[src/rtl/pc_unit.sv]
// Program-counter unit: holds the PC, selects the next PC from sequential,
// branch, jump, call and return flows, and keeps a small return-address stack.
module pc_unit #(
    parameter int WIDTH    = 16,
    parameter int INC      = 2,
    parameter int OFF_W    = 8,
    parameter int DEPTH    = 4,
    parameter int RESET_PC = 0
) (
    input  logic             CLK,
    input  logic             RST,
    input  logic             EN,
    input  logic [2:0]       MODE,
    input  logic             COND,
    input  logic [OFF_W-1:0] OFFSET,
    input  logic [WIDTH-1:0] TARGET,
    output logic [WIDTH-1:0] PCOUT,
    output logic [WIDTH-1:0] LINK,
    output logic [WIDTH-1:0] RA_TOP,
    output logic             STK_EMPTY,
    output logic             STK_FULL,
    output logic             STK_ERR
);

    // Count needs to represent 0..DEPTH; entry index only 0..DEPTH-1.
    localparam int CW    = $clog2(DEPTH + 1);
    localparam int AW    = (DEPTH > 1) ? $clog2(DEPTH) : 1;
    localparam int SLOTS = 2 ** AW;

    typedef enum logic [2:0] {
        MODE_SEQ  = 3'b000,
        MODE_BR   = 3'b001,
        MODE_JMP  = 3'b010,
        MODE_CALL = 3'b011,
        MODE_RET  = 3'b100
    } mode_e;

    logic [WIDTH-1:0] pc_q, pc_d;
    logic [CW-1:0]    cnt_q, cnt_d;
    logic             err_q, err_d;
    logic [WIDTH-1:0] stk_q [SLOTS];
    logic [WIDTH-1:0] stk_d [SLOTS];

    logic [WIDTH-1:0] off_ext;
    logic [WIDTH-1:0] br_tgt;
    logic [AW-1:0]    push_idx;
    logic [AW-1:0]    top_idx;

    // Derived values: link address, branch target and stack pointers.
    always_comb begin
        LINK      = pc_q + WIDTH'(INC);
        off_ext   = WIDTH'($signed(OFFSET));
        br_tgt    = pc_q + (off_ext << 1);
        STK_EMPTY = (cnt_q == '0);
        STK_FULL  = (cnt_q == CW'(DEPTH));
        // Index arithmetic wraps modulo SLOTS; valid because count-1 < DEPTH <= SLOTS.
        push_idx  = cnt_q[AW-1:0];
        top_idx   = cnt_q[AW-1:0] - AW'(1);
        RA_TOP    = STK_EMPTY ? '0 : stk_q[top_idx];
        PCOUT     = pc_q;
        STK_ERR   = err_q;
    end

    // Next-state selection for PC, stack and error flag.
    always_comb begin
        pc_d  = pc_q;
        cnt_d = cnt_q;
        err_d = err_q;
        stk_d = stk_q;
        if (EN) begin
            case (mode_e'(MODE))
                MODE_SEQ: pc_d = LINK;
                MODE_BR:  pc_d = COND ? br_tgt : LINK;
                MODE_JMP: pc_d = TARGET;
                MODE_CALL: begin
                    pc_d = TARGET;
                    if (STK_FULL) begin
                        err_d = 1'b1;
                    end else begin
                        stk_d[push_idx] = LINK;
                        cnt_d           = cnt_q + CW'(1);
                    end
                end
                MODE_RET: begin
                    if (STK_EMPTY) begin
                        pc_d  = LINK;
                        err_d = 1'b1;
                    end else begin
                        pc_d  = RA_TOP;
                        cnt_d = cnt_q - CW'(1);
                    end
                end
                default: begin
                    pc_d  = LINK;
                    err_d = 1'b1;
                end
            endcase
        end
    end

    // Control state registers with synchronous reset.
    always_ff @(posedge CLK) begin
        if (RST) begin
            pc_q  <= WIDTH'(RESET_PC);
            cnt_q <= '0;
            err_q <= 1'b0;
        end else begin
            pc_q  <= pc_d;
            cnt_q <= cnt_d;
            err_q <= err_d;
        end
    end

    // Stack entry storage; contents are meaningless once count is reset.
    always_ff @(posedge CLK) begin
        stk_q <= stk_d;
    end

endmodule

[config.mk]
export PLATFORM = sky130hd
export DESIGN_NAME = pc_unit
export DESIGN_NICKNAME = d
export VERILOG_FILES = /design/src/rtl/pc_unit.sv
export SDC_FILE = /design/constraint.sdc
export NUM_CORES = 1
export LEC_CHECK = 0
export ABC_AREA = 1
export CORE_ASPECT_RATIO = 1.25
export CORE_MARGIN = 4
export CORE_UTILIZATION = 50
export CTS_BUF_LIST = sky130_fd_sc_hd__clkbuf_16
export CTS_CLUSTER_SIZE = 8
export DETAILED_ROUTE_END_ITERATION = 8
export GPL_TIMING_DRIVEN = 0
export PLACE_DENSITY = 0.75
export SYNTH_ARGS = -nofsm -noshare
export SYNTH_HDL_FRONTEND = slang
export SYNTH_SLANG_ARGS = --single-unit
export TNS_END_PERCENT = 100
[constraint.sdc]
create_clock -name CLK -period 2.7 [get_ports CLK]
set_input_delay 0.54 -clock CLK [delete_from_list [all_inputs] [get_ports CLK]]
set_output_delay 0.54 -clock CLK [all_outputs]
set_load 0.03 [all_outputs]
==> results.md, run 1 <==
* Status: finished clean
* Reg2reg setup slack at 0.28 ns
* FF-to-FF Start: cnt_q[0]
* Ys Warns at 0
* Die area at 12000 sq um
* Placed insts at 871
* Max_cap viols at 0
* Fmax at 376 MHz
* Largest area contributor in the netlist: edfxtp_1
* Synth Instances at 663
* Die Y at 121 um
* IO buf count at 79
* Final hold viol count at 0
* Final HPWL DP at 10700 um
* FILL cells at 822
* Type of the tightest min-delay check: reg -> reg
* Sequential share of the synthesized area at 45.1%
* Final GP Congestion at 0.890
* Core area at 10100 sq um
* Max-slew violations at 0
* Clock tree buffer depth at 2
* Multi-input gate area at 2500 sq um
* CP max stage cell: dfxtp_2
* Yosys cell types at 43
* Total negative slack at 0 ns
* Worst-case vdd ir drop at 0.000335 V
* Total number of vias at 4882
* Nets at 816
* Worst hold slack at 0.486 ns
* Syn Area/Cell at 7.77 sq um
* Async SR Flop Fraction at 0%
* Vias in the first global route at 4941
* CP Launch Point: cnt_q[0]
* Antenna Nets Post-Route at 0
* CP Max Fanout at 7
* Crit path cell chain: buf_6 -> clkinv_8 -> buf_12 -> ha_4 -> bufbuf_16 -> nor2_2 -> o21ai_1 -> a21oi_2 -> buf_6
* DRC at 0
* Tmin final at 2.66 ns
* Synth top area share at 37.3%
* Number of H-tree levels at 3
* Vias/cell at 5.44
* Dpl ws at -0.628 ns
* Final instance count without filler cells at 898
* Fin Clk Skew at 0.00587 ns
* Final setup fails at 0
* Crit. End Element: output pin
* Remaining Overflow, GRT at 0
* Post-route worst setup slack at 0.0403 ns
* CTS tree: done
* Total I/O pin count at 82
* P per Cell Area at 553 nW/um^2
* Hold Buf Count CTS at 0
* Type of the worst setup path: reg -> out
* CTS Root Cell: clkbuf_16
* Routed Wire Length at 14900 um
* Initial core utilization at 51.0%
* Syn Std Cell Area at 5150 sq um
* Number of synthesized flops with an enable pin at 64
* RSZ-0062 raised after global routing: true
* TritonCTS Sinks at 84
* GRT Total Usage at 25.1%
* Critical Path RT at 2.16 ns
* DR iter-0 viols at 317
* Pin count of the biggest net entering global routing at 17
* Synth cell count leaders: nand2_1, nor2_1, inv_1, edfxtp_1, nand3_1
* Tcrit/Tclk final at 98.5%
* Max incr delay on CP at 0.36 ns
* Clock latency on the worst-skew pair at 0.34 ns
* Syn_nets at 715
* Antenna violations before repair at 0
* Num rows at 41
* CTS buffer count at 9
* First-pass GRT wire length at 23600 um
* Largest cells by area after synthesis: edfxtp_1, nand2_1, dfxtp_1, nor2_1, inv_1
* R2R depth at 7
* Average wire per standard cell at 16.6 um
* Diode count at 0
* Relative slew margins at 33.6%
* Synthesized flop and latch total at 84
* Storage element area at 2330 sq um
* Area Growth Syn to Fin at 29.9%
* CP startpoint kind: flop
* Top FF cell, synth: edfxtp_1
* Worst-margin pin slew at 0.995 ns
* Reg-to-reg endpoint: stk_q[23]
* DIE WIDTH at 98.8 um
* Reg clk slew, reported paths at 0.06 ns
* Layout cells sized above 1 at 16.8%
* Cell leakage power at 2.90 nW
* Drt pass-1 iters at 5
* Crit path to: RA_TOP[14]
* Worst Path Arrival at 2.12 ns
* Count leader, synth: nand2_1
* Crit-path most repeated cell: buf_6
-- state kept, by name, summed over array words and instances, names as in the netlist --
name and count:
STK_ERR 1, PCOUT 16, stk_q 64, cnt_q 3
-- cell usage in the layout (no fill, tap or decap), types with 3 or more instances in the layout --
cell type / instances
a21oi_1: 36
a21oi_2: 9
buf_2: 13
buf_4: 16
buf_6: 8
clkbuf_1: 4
clkbuf_16: 9
clkbuf_2: 3
clkdlybuf4s15_2: 3
clkdlybuf4s50_1: 50
dfxtp_1: 14
dfxtp_2: 6
dlygate4sd2_1: 7
edfxtp_1: 64
ha_1: 17
inv_1: 80
inv_2: 5
nand2_1: 172
nand2_2: 4
nand3_1: 48
nand3b_1: 4
nand4_1: 9
nor2_1: 79
nor2_2: 14
nor2_4: 4
o21ai_0: 22
o21ai_1: 15
o21ai_2: 5
xor2_1: 4
xor2_2: 3
-- worst max-delay path: cells and delay by family, from the launching register on --
kind | cells | cell delay, ns
compound gates | 2 | 0.27
simple gates | 1 | 0.10
flops | 1 | 0.36
fa+ha+maj | 1 | 0.29
buf+inv | 5 | 0.76
-- cell type report --
| cell class | count | area share, % |
|---|---|---|
| tap | 129 | 2.41 |
| multi-input combinational | 470 | 37.4 |
| buffer | 19 | 2.39 |
| sequential | 84 | 34.8 |
| inverter | 89 | 5.29 |
| clock inverter | 7 | 1.48 |
| clock buffer | 9 | 3.37 |
| timing repair buffer | 91 | 12.8 |
-- routing by layer --
layer	wire [um]	up-vias	track usage, %
met3	876	40	3.34
li1	-	2368	-
met2	7710	194	44.7
met1	5710	2280	28.5
met5	0	-	0
met4	620	0	14.2
-- cells by family after synthesis --
logic type / after synthesis / synth area share [%]
compound gates: 97 / 10.6
xor+xnor: 9 / 1.53
fa+ha+maj: 21 / 5.39
buf+inv: 109 / 9.18
flops: 84 / 45.1
simple gates: 343 / 28.2
-- timing repair --
item / CTS / global route
hold endpoints to repair: 0 / 0
endpoints found under the setup margin: 95 / 25
pin swaps: 6 / 7
gates resized for setup: 137 / 38
setup buffers: 8 / 2
cloned: 2 / 0
-- power breakdown --
| part | internal [mW] | total [mW] | leakage [nW] | switching, mW |
|---|---|---|---|---|
| Clock | 0.816 | 1.33 | 0.156 | 0.513 |
| Sequential | 1.43 | 1.47 | 0.755 | 0.0411 |
| Combinational | 0.349 | 0.903 | 1.99 | 0.555 |
-- how the worst min path moves through the flow --
stage / endpoint / start / slack (ns) / depth (start not counted)
floorplan: cnt_q[2] / cnt_q[2] / 0.53 / 2
global placement: STK_ERR / STK_ERR / 0.46 / 2
detailed placement: STK_ERR / STK_ERR / 0.47 / 2
CTS: STK_ERR / STK_ERR / 0.49 / 2
global route: STK_ERR / STK_ERR / 0.51 / 2
finish: STK_ERR / STK_ERR / 0.49 / 2
-- metrics by stage --
step / util [%] / power (mW) / instance area (sq um)
6_report: 66.2 / 3.70 / 6690
5_1_grt: 66.2 / 3.85 / 6690
4_1_cts: 66.0 / 3.68 / 6670
3_5_place_dp: 60.5 / 2.32 / 6110
3_3_place_gp: 60.4 / 2.30 / 6100
2_1_floorplan: - / 2.02 / 5150
Power figures use the tool's default switching activity.
==> run 2, diff against run 1 <==
Settings changed: CAP_MARGIN set to 20.
==> results of run 2 <==
The final DEF is identical to that of run 1; final timing and power are the same.
==> run 3, diff against run 2 <==
Settings changed: CTS_CLUSTER_SIZE 8 to unset, SLEW_MARGIN set to 10.
==> results.md, run 3 (synthesis results as in run 1) <==
* Status: finished clean
* Final instance count without filler cells at 900
* Final GP Congestion at 0.890
* Clock tree buffer depth at 2
* Combinational power share at 25.2%
* TritonCTS Sinks at 84
* CP Buf/Inv Count at 1
* Total I/O pin count at 82
* Worst-case vdd ir drop at 0.000286 V
* First-pass GRT wire length at 23200 um
* Max-slew violations at 0
* Critical Path RT at 2.16 ns
* CTS buffer count at 9
* Antenna Nets Post-Route at 0
* Type of the worst setup path: reg -> out
* Die Y at 121 um
* Post-layout util at 65.9%
* Sequential power share at 41.8%
* Placed insts at 875
* Nets at 818
* DR iter-0 viols at 386
* Hold Buf Count CTS at 0
* Crit. End Element: output pin
* Most frequent cells in the layout: nand2_1, nor2_1, inv_1
* Fmax at 381 MHz
* Pin count of the biggest net entering global routing at 17
* Most common cell after layout, fill and taps aside: nand2_1
* Vias/cell at 5.41
* WHS Path Cells at 2
* Num rows at 41
* RSZ-0062 raised after global routing: true
* Clock share of power at 32.9%
* Die area at 12000 sq um
* Tcrit/Tclk final at 97.3%
* Type of the tightest min-delay check: reg -> reg
* Crit-path most repeated cell: nand2_1
* Average wire per standard cell at 16.3 um
* Area Growth Syn to Fin at 29.4%
* Antenna violations before repair at 0
* Reg with most FFs: stk_q
* Initial core utilization at 51.0%
* IO buf count at 79
* Int Power at 2.40 mW
* Crit path max-delay family: simple AND/OR/NAND/NOR gates
* Drt pass-1 iters at 5
* Layout cells sized above 1 at 15.0%
* R2R depth at 7
* Relative slew margins at 65.5%
* Cell leakage power at 2.89 nW
* Switch share at 31.6%
* DRC at 0
* Final setup fails at 0
* Max incr delay on CP at 0.43 ns
* P per Cell Area at 527 nW/um^2
* CP startpoint kind: flop
* Fin Clk Skew at 0.00401 ns
* Remaining Overflow, GRT at 0
* Tmin final at 2.63 ns
* Final hold viol count at 0
* GRT Total Usage at 24.7%
* Routed Wire Length at 14600 um
* CTS Root Cell: clkbuf_16
* CTS tree: done
* FILL cells at 815
* Final HPWL DP at 10900 um
* Max_cap viols at 0
* Worst-margin pin slew at 0.518 ns
* Vias in the first global route at 4815
* P_sw at 1.11 mW
* Storage element area at 2330 sq um
* Multi-input gate area at 2450 sq um
* Worst Path Arrival at 2.09 ns
* Reg clk slew, reported paths at 0.06 ns
* Crit path cell chain: ha_2 -> nand2_1 -> nor2_4 -> nand2_1 -> xor2_4 -> clkdlybuf4s15_2
* Clock latency on the worst-skew pair at 0.34 ns
* Diode count at 0
* DIE WIDTH at 98.8 um
* Number of H-tree levels at 3
* Core area at 10100 sq um
* Max FFs per register at 64
* CP Max Fanout at 6
* WP depth at 6
* Total number of vias at 4870
* CP max stage cell: dfxtp_1
run 3: cell types whose count changed in the layout (fill, tap and decap cells not counted), sizes merged:
cell,previous run,this run
dlygate4sd2,7,6
clkbuf,17,16
buf,41,39
clkdlybuf4s50,50,49
bufbuf,1,0
clkdlybuf4s15,3,9
clkinvlp,1,3
clkinv,5,4
inv,88,89
bufinv,2,0
dlymetal6s2s,0,2
run 3: path summary, 6_finish.rpt:
check | start | end | slack [ns]
setup / recovery | PCOUT[2] | LINK[9] | 0.07
hold / removal | STK_ERR | STK_ERR | 0.50
setup reg to reg | cnt_q[0] | stk_q[63] | 0.61
hold reg to reg | STK_ERR | STK_ERR | 0.50
run 3: worst reg2reg max path, delay by kind of cell, from the launching register on:
kind / cells / cell delay, ns
AND/OR/NAND/NOR: 3 / 0.89
buffers and inverters: 3 / 0.41
flip-flops: 1 / 0.35
adder cells (fa/ha/maj): 1 / 0.16
run 3: per-layer routing:
metal	GRT usage [%]	vias up	share of wire, %
met4	12.6	0	3.3
li1	-	2369	-
met1	28.9	2258	39
met5	0	-	0
met2	43.7	213	51
met3	3.51	30	6.8
run 3: power groups by stage:
stage / Combinational (mW) / Clock, mW / Sequential, mW
finish: 0.885 / 1.16 / 1.47
global route: 0.966 / 1.21 / 1.47
floorplan: 0.495 / 0 / 1.52
global placement: 0.808 / 0 / 1.49
CTS: 0.874 / 1.16 / 1.47
detailed placement: 0.827 / 0 / 1.49
run 3: layout make-up:
| cell class | instances | area share [%] |
|---|---|---|
| multi-input cells | 470 | 36.7 |
| flip-flops and latches | 84 | 34.9 |
| repair buffers | 94 | 14.2 |
| inverters | 89 | 5.31 |
| clock buffers | 9 | 3.38 |
| well taps | 129 | 2.42 |
| plain buffers | 18 | 2.14 |
| clock inverters | 7 | 0.864 |
run 3: stage by stage:
stage | area [sq um] | setup TNS [ns] | hold WS [ns] | setup WS [ns] | power [mW]
floorplan | 5150 | 0 | 0.534 | 0.0821 | 2.02
global placement | 6100 | -33.57 | 0.455 | -0.604 | 2.30
detailed placement | 6170 | -8.25 | 0.474 | -0.650 | 2.32
CTS | 6660 | -0.0122 | 0.488 | -0.00792 | 3.50
global route | 6660 | -0.0118 | 0.495 | -0.0118 | 3.65
finish | 6660 | 0 | 0.497 | 0.0739 | 3.51
run 3: what timing repair did:
item | CTS | global route
setup endpoints to repair | 31 | 24
pin swaps | 7 | 3
buffers inserted | 8 | 1
cloned | 1 | 1
resized for setup | 126 | 15
